==> config.mk <==
export PLATFORM = sky130hd
export DESIGN_NAME = vga_timing_gen
export DESIGN_NICKNAME = d
export VERILOG_FILES = /design/src/rtl/vga_timing_gen.sv
export SDC_FILE = /design/constraint.sdc
export NUM_CORES = 1
export LEC_CHECK = 0
export CORE_MARGIN = 3
export CORE_UTILIZATION = 49
export CTS_BUF_LIST = sky130_fd_sc_hd__clkbuf_4 sky130_fd_sc_hd__clkbuf_8
export CTS_CLUSTER_DIAMETER = 100
export DETAILED_ROUTE_END_ITERATION = 10
export GPL_TIMING_DRIVEN = 1
export HOLD_SLACK_MARGIN = 0.03
export PLACE_DENSITY = 0.8
export SETUP_SLACK_MARGIN = 0.4
export SYNTH_ARGS = -nofsm -noshare
export SYNTH_HDL_FRONTEND = slang
export SYNTH_SLANG_ARGS = --single-unit
export TNS_END_PERCENT = 1
==> constraint.sdc <==
create_clock -name vga_clk -period 2.2 [get_ports vga_clk]
set_input_delay 0.22 -clock vga_clk [delete_from_list [all_inputs] [get_ports vga_clk]]
set_output_delay 0.22 -clock vga_clk [all_outputs]
set_load 0.02 [all_outputs]
==> src/rtl/vga_timing_gen.sv <==
// Raster timing source: scan position, visible flag, active-low syncs and frame pulse/count.
// Flags are decoded from the next count so they register in step with DrawX/DrawY.
module vga_timing_gen #(
  parameter int H_VIS  = 640,
  parameter int H_FP   = 16,
  parameter int H_SYNC = 96,
  parameter int H_BP   = 48,
  parameter int V_VIS  = 480,
  parameter int V_FP   = 10,
  parameter int V_SYNC = 2,
  parameter int V_BP   = 33
) (
  input  logic       vga_clk,
  input  logic       reset_n,
  input  logic       pix_en,
  output logic [9:0] DrawX,
  output logic [9:0] DrawY,
  output logic       blank,
  output logic       hs,
  output logic       vs,
  output logic       frame_start,
  output logic [7:0] frame_count
);

  localparam int H_TOTAL = H_VIS + H_FP + H_SYNC + H_BP;
  localparam int V_TOTAL = V_VIS + V_FP + V_SYNC + V_BP;

  localparam logic [9:0] H_LAST   = 10'(H_TOTAL - 1);
  localparam logic [9:0] V_LAST   = 10'(V_TOTAL - 1);
  localparam logic [9:0] H_VIS_L  = 10'(H_VIS);
  localparam logic [9:0] V_VIS_L  = 10'(V_VIS);
  localparam logic [9:0] HS_BEG   = 10'(H_VIS + H_FP);
  localparam logic [9:0] HS_END   = 10'(H_VIS + H_FP + H_SYNC);
  localparam logic [9:0] VS_BEG   = 10'(V_VIS + V_FP);
  localparam logic [9:0] VS_END   = 10'(V_VIS + V_FP + V_SYNC);

  function automatic logic in_range(input logic [9:0] v, input logic [9:0] lo,
                                    input logic [9:0] hi);
    return (v >= lo) && (v < hi);
  endfunction

  logic [9:0] nxt_x;
  logic [9:0] nxt_y;
  logic       line_wrap;
  logic       frame_wrap;

  always_comb begin
    line_wrap  = (DrawX == H_LAST);
    frame_wrap = line_wrap && (DrawY == V_LAST);
    nxt_x      = line_wrap ? 10'd0 : DrawX + 10'd1;
    nxt_y      = DrawY;
    if (line_wrap) begin
      nxt_y = (DrawY == V_LAST) ? 10'd0 : DrawY + 10'd1;
    end
  end

  // Counter/flag register stage: everything updates together on an enabled edge
  always_ff @(posedge vga_clk or negedge reset_n) begin
    if (!reset_n) begin
      DrawX       <= 10'd0;
      DrawY       <= 10'd0;
      blank       <= 1'b1;
      hs          <= 1'b1;
      vs          <= 1'b1;
      frame_start <= 1'b0;
      frame_count <= 8'd0;
    end else begin
      frame_start <= 1'b0;
      if (pix_en) begin
        DrawX       <= nxt_x;
        DrawY       <= nxt_y;
        blank       <= (nxt_x < H_VIS_L) && (nxt_y < V_VIS_L);
        hs          <= !in_range(nxt_x, HS_BEG, HS_END);
        vs          <= !in_range(nxt_y, VS_BEG, VS_END);
        frame_start <= frame_wrap;
        if (frame_wrap) begin
          frame_count <= frame_count + 8'd1;
        end
      end
    end
  end

endmodule

* Word-level counts from Yosys, hierarchy flattened
Index checks and enable logic that the tools add are counted.
** Storage, ports and cells
- Register bits after elaboration :: 32
- Bits of input ports :: 3
** Cells by class
- Mux-type cells :: 4
- Reductions and logical operators :: 7
- $add $sub $neg :: 3
- $lt $le $gt $ge :: 6
- Equality and inequality tests :: 2
** Operator list (count)
- 10-bit 2-to-1 mux :: 3
- 10-bit by 1-bit adder with 10-bit output, second input constant :: 2
- 10-bit == test, second input constant :: 2
- 10-bit less-than comparator, second input constant :: 2
- 10-bit by 9-bit less-than comparator with 1-bit output, second input constant :: 2
- 10-bit greater-or-equal comparator, second input constant :: 1
- 10-bit by 9-bit greater-or-equal comparator with 1-bit output, second input constant :: 1
- 8-bit by 1-bit adder with 8-bit output, second input constant :: 1
- 1-bit logical AND :: 4
- 1-bit zero test :: 2
- 2-bit AND reduction :: 1
- 1-bit 2-to-1 mux :: 1

* Longest topological paths before layout
- Depth in word-level cells :: 6
- Gate-level depth with buffers :: 8
- Mapped depth without buffers :: 8

* Worst setup path after synthesis
Ideal clock, no wire load.
- Path type :: register to register
- Start :: register DrawX[0]
- End :: register frame_count[7]
- Data required time :: 2072 ps
- Slack :: -311 ps
- Stages on the path, launching flop included :: 9
- Buffers on the path :: 1
- Arrival :: 2382 ps
- Clock period less this slack :: 2511 ps
- Cells stage by stage :: dfrtp_1 ha_1 or3b_4 or3_1 buf_2 or4_4 nor2_4 nand3_2 xnor2_1
** On the way
- Longest elaborated chain between the ends :: 3
** Ends and longest elaborated chain
- start, declared :: line 16 : output logic [9:0] DrawX,
- start signal, assigned :: line 70 : DrawX <= nxt_x;
- 10-bit == test :: line 48 : line_wrap = (DrawX == H_LAST);
- 1-bit logical AND :: line 49 : frame_wrap = line_wrap && (DrawY == V_LAST);
- 2-bit AND reduction (no source line)
- end signal, assigned :: line 77 : frame_count <= frame_count + 8'd1;
- end, declared :: line 22 : output logic [7:0] frame_count
Every way passes these cells.
A chain may end at the register's enable or synchronous reset.

* Worst setup path in the final report
- Start :: register DrawX[1]
- End :: register frame_count[7]
Same word-level chain as after synthesis.

==> flow_summary.ini <==
[placed_design]
number_of_placed_cells_counting_well_taps = 299
detailedPlacementHpwl_um = 3045
place_congestion = 0.8657
pre_cts_slack_ns = -0.02621
place.port_buffers = 34

[synthesis]
yosysWarnings = 0
syn-mean-instance-area_um2 = 8.901
synth_enable_flop_cells = 0
postSynth.topFlopCell = dfrtp_1
synth.yosys.seq_area_share_pct = 43.04
synth_cells = 210
postSynthRegisterBits = 32
synth_nets = 217
async_flop_share_pct = 100.0
synth_cell_types = 48
synth.cell_area_mm2 = 0.001869

[clock_tree]
cts.clk_slew.worst_paths_ns = 0.07
ctsHoldBuffers = 0
h-tree-depth = 2
post-cts-setup-buffer-count = 0
cts_inserted_buffers = 5
cts_root_buffer = clkbuf_8
number_of_buffers_on_the_longest_clock_path = 2
clock_sinks = 32
clock_latency_on_the_worst_skew_pair_ns = 0.29
tritoncts = done

[cells_and_area]
num_antenna_cells = 0
nets = 267
final_cell_count_no_fill = 307
syn_to_final_growth_pct = 36.28
finish.utilization_pct = 72.90
drive_above_1_share_pct = 22.61

[detailed_routing]
avgViaCountPerCell = 5.528
detail_route.drc_violations = 0
num_vias = 1697
wirelength_um = 4216
final_antenna_net_count = 0
detail_route.first_pass.iterations = 4
detail_route.wl_per_cell_um = 13.73
detail_route.iter0.violations = 92

[worst_setup_path]
critPathKind = register to register
worst_r2r_path_depth = 7
timing.critical_path.depth = 7
worst_path_maximum_fanout = 4
critical_path_buf_inv_count = 0
highest_cell_delay_on_the_worst_timing_path_ns = 0.46
critical_path.slowest_cell = or4_4
endpoint_kind = register
required_time_at_the_endpoint_of_the_critical_path_ns = 2.38
cell_type_group_with_the_largest_total_delay_on_the_critical_path = simple AND/OR/NAND/NOR gates
timing.critical_path.arrival_ns = 2.38
critical_path.cell_chain = ha_4 -> or3b_4 -> or3_4 -> or4_4 -> nor2_4 -> nand3_2 -> xnor2_1
setup.worst_path.start_class = register

[global_routing]
grt_antenna_before_repair = 0
grt_first_pass_wirelength_um = 7127
grtUsageTotal_pct = 21.21
grt_start_max_net_pins = 33
grt_overflow = 0
first_global_vias = 1586

[die]
placementRows = 21
die_area_mm2 = 0.004592
floorplan.initialDensity_pct = 53.49
top_level_ports = 35
chipHeight_um = 67.77
design.core.area_mm2 = 0.003495
die_w_um = 67.77

[sta]
worst_slew_pin_slew_ns = 0.4088
hold_fails_final_rpt = 0
setup_violations = 0
grt_setup_unrepaired = true
worst_slew_margin_rel_pct = 72.74
final_max_slew_viol_count = 0
post-route-period-util_pct = 99.82
hold_ws_ns = 0.3323
timing.final.crit_period_ns = 2.196
finalWorstSetupSlack_ns = 0.003951
maxClockFrequency_mhz = 455.4
fin_skew_ns = 0.007489

[pwr]
finalPower_mw = 1.769
cellLeakagePower_nw = 1.025
irDropWorstVdd_v = 0.0003277
power-per-cell-area_mw_per_mm2 = 694.2

[hold_path]
timing.hold.worst.class = input pin to async pin

[job]
cap_violations = 0

[status]
run_status = complete, no violations
## timing repair
action	in CTS	in global routing
resized for setup	1	13
setup endpoints to repair	22	25
pin swaps	1	3
## cell usage after synthesis, types with 2 or more instances
cell type	n	area, µm²
o31ai_1	2	15.01
nand2_1	27	101.4
nor3b_1	3	22.52
and3_1	4	25.02
mux2_2	3	33.78
clkbuf_1	12	45.04
and2_1	2	12.51
o21ai_0	14	70.07
inv_1	7	26.28
a21oi_1	8	40.04
dfrtp_1	29	725.7
nand3_1	14	70.07
ha_1	4	50.05
a31oi_1	2	12.51
nor3_1	6	30.03
nor2_1	15	56.30
a31o_2	2	17.52
xnor2_1	14	122.6
mux2i_1	2	20.02
xor2_1	4	35.03
nand4_1	6	37.54
dfstp_2	3	78.83
buf_2	2	10.01
## per-stage QoR
| stage | setup TNS (ns) | cell area, µm² |
|---|---|---|
| 3_5_place_dp | -0.03292 | 2401 |
| 5_1_grt | -0.1479 | 2547 |
| 2_1_floorplan | -0.3693 | 1892 |
| 6_report | 0 | 2547 |
| 3_3_place_gp | 0 | 2401 |
| 4_1_cts | 0 | 2504 |
## placed cells by master (no fill, tap or decap), types with 2 or more instances in the layout
cell type        instances
nand2_1                 27
inv_1                    7
a31o_2                   2
mux2_2                   2
a31oi_1                  2
xor2_1                   4
nor2_1                  13
and2_1                   2
nor3b_1                  3
nor3_1                   4
nand4_1                  6
xnor2_1                 14
nor3_2                   2
and3_1                   4
a21oi_1                  6
clkbuf_4                 2
buf_4                   24
mux2i_1                  2
dfrtp_2                  4
dfrtp_1                 25
clkdlybuf4s50_1         34
nand3_1                 14
clkbuf_8                 6
a21oi_2                  2
dfstp_2                  3
o31ai_1                  2
nor2_2                   2
ha_1                     3
o21ai_0                 13
## final cells by class
class	count	area, µm²
multi-input combinational	155	1025
fill	274	947.2
sequential	32	809.5
timing repair buffer	59	531.8
clock buffer	8	97.59
tap	46	57.56
inverter	7	26.28
## where the power goes
part	total (mW)	switching, mW	leakage, nW	internal (mW)
registers	0.716	0.0638	0.411	0.652
logic	0.561	0.289	0.561	0.272
clock network	0.492	0.212	0.0523	0.279
## layer usage
layer | vias up | share of wire, % | track usage (%)
met5 | - | 0 | 0
met4 | 0 | 1.1 | 6.582
met3 | 6 | 5.5 | 7.321
met2 | 38 | 48 | 34.02
met1 | 815 | 45 | 26.77
li1 | 838 | - | -
## sequential cells by signal (all words and copies together), names as in the netlist
name and cells:
DrawX 10, DrawY 10, frame_count 8, blank 1, frame_start 1, hs 1, vs 1
## cells by family after synthesis
| group | Yosys count | share of synthesized area (%) |
|---|---|---|
| flops | 32 | 43.04 |
| buf+inv | 23 | 5.154 |
| simple gates | 88 | 24.03 |
| xor+xnor | 18 | 8.434 |
| mux | 5 | 2.878 |
| compound gates | 40 | 13.79 |
| fa+ha+maj | 4 | 2.677 |
## path summary, 6_finish.rpt
kind	startpoint	end	slack, ns
worst max-delay path	DrawX[1]$_DFFE_PN0P_	frame_count[7]$_DFFE_PN0P_	0.004
worst max register to register	DrawX[1]$_DFFE_PN0P_	frame_count[7]$_DFFE_PN0P_	0.004
worst min register to register	frame_count[7]$_DFFE_PN0P_	frame_count[7]$_DFFE_PN0P_	0.48
max in group asynchronous	reset_n	blank$_DFFE_PN1P_	1.53
min in group vga_clk	frame_count[7]$_DFFE_PN0P_	frame_count[7]$_DFFE_PN0P_	0.48
worst min-delay path	reset_n	frame_start$_DFF_PN0_	0.33
Note: power is estimated with default switching activity, not from simulation.
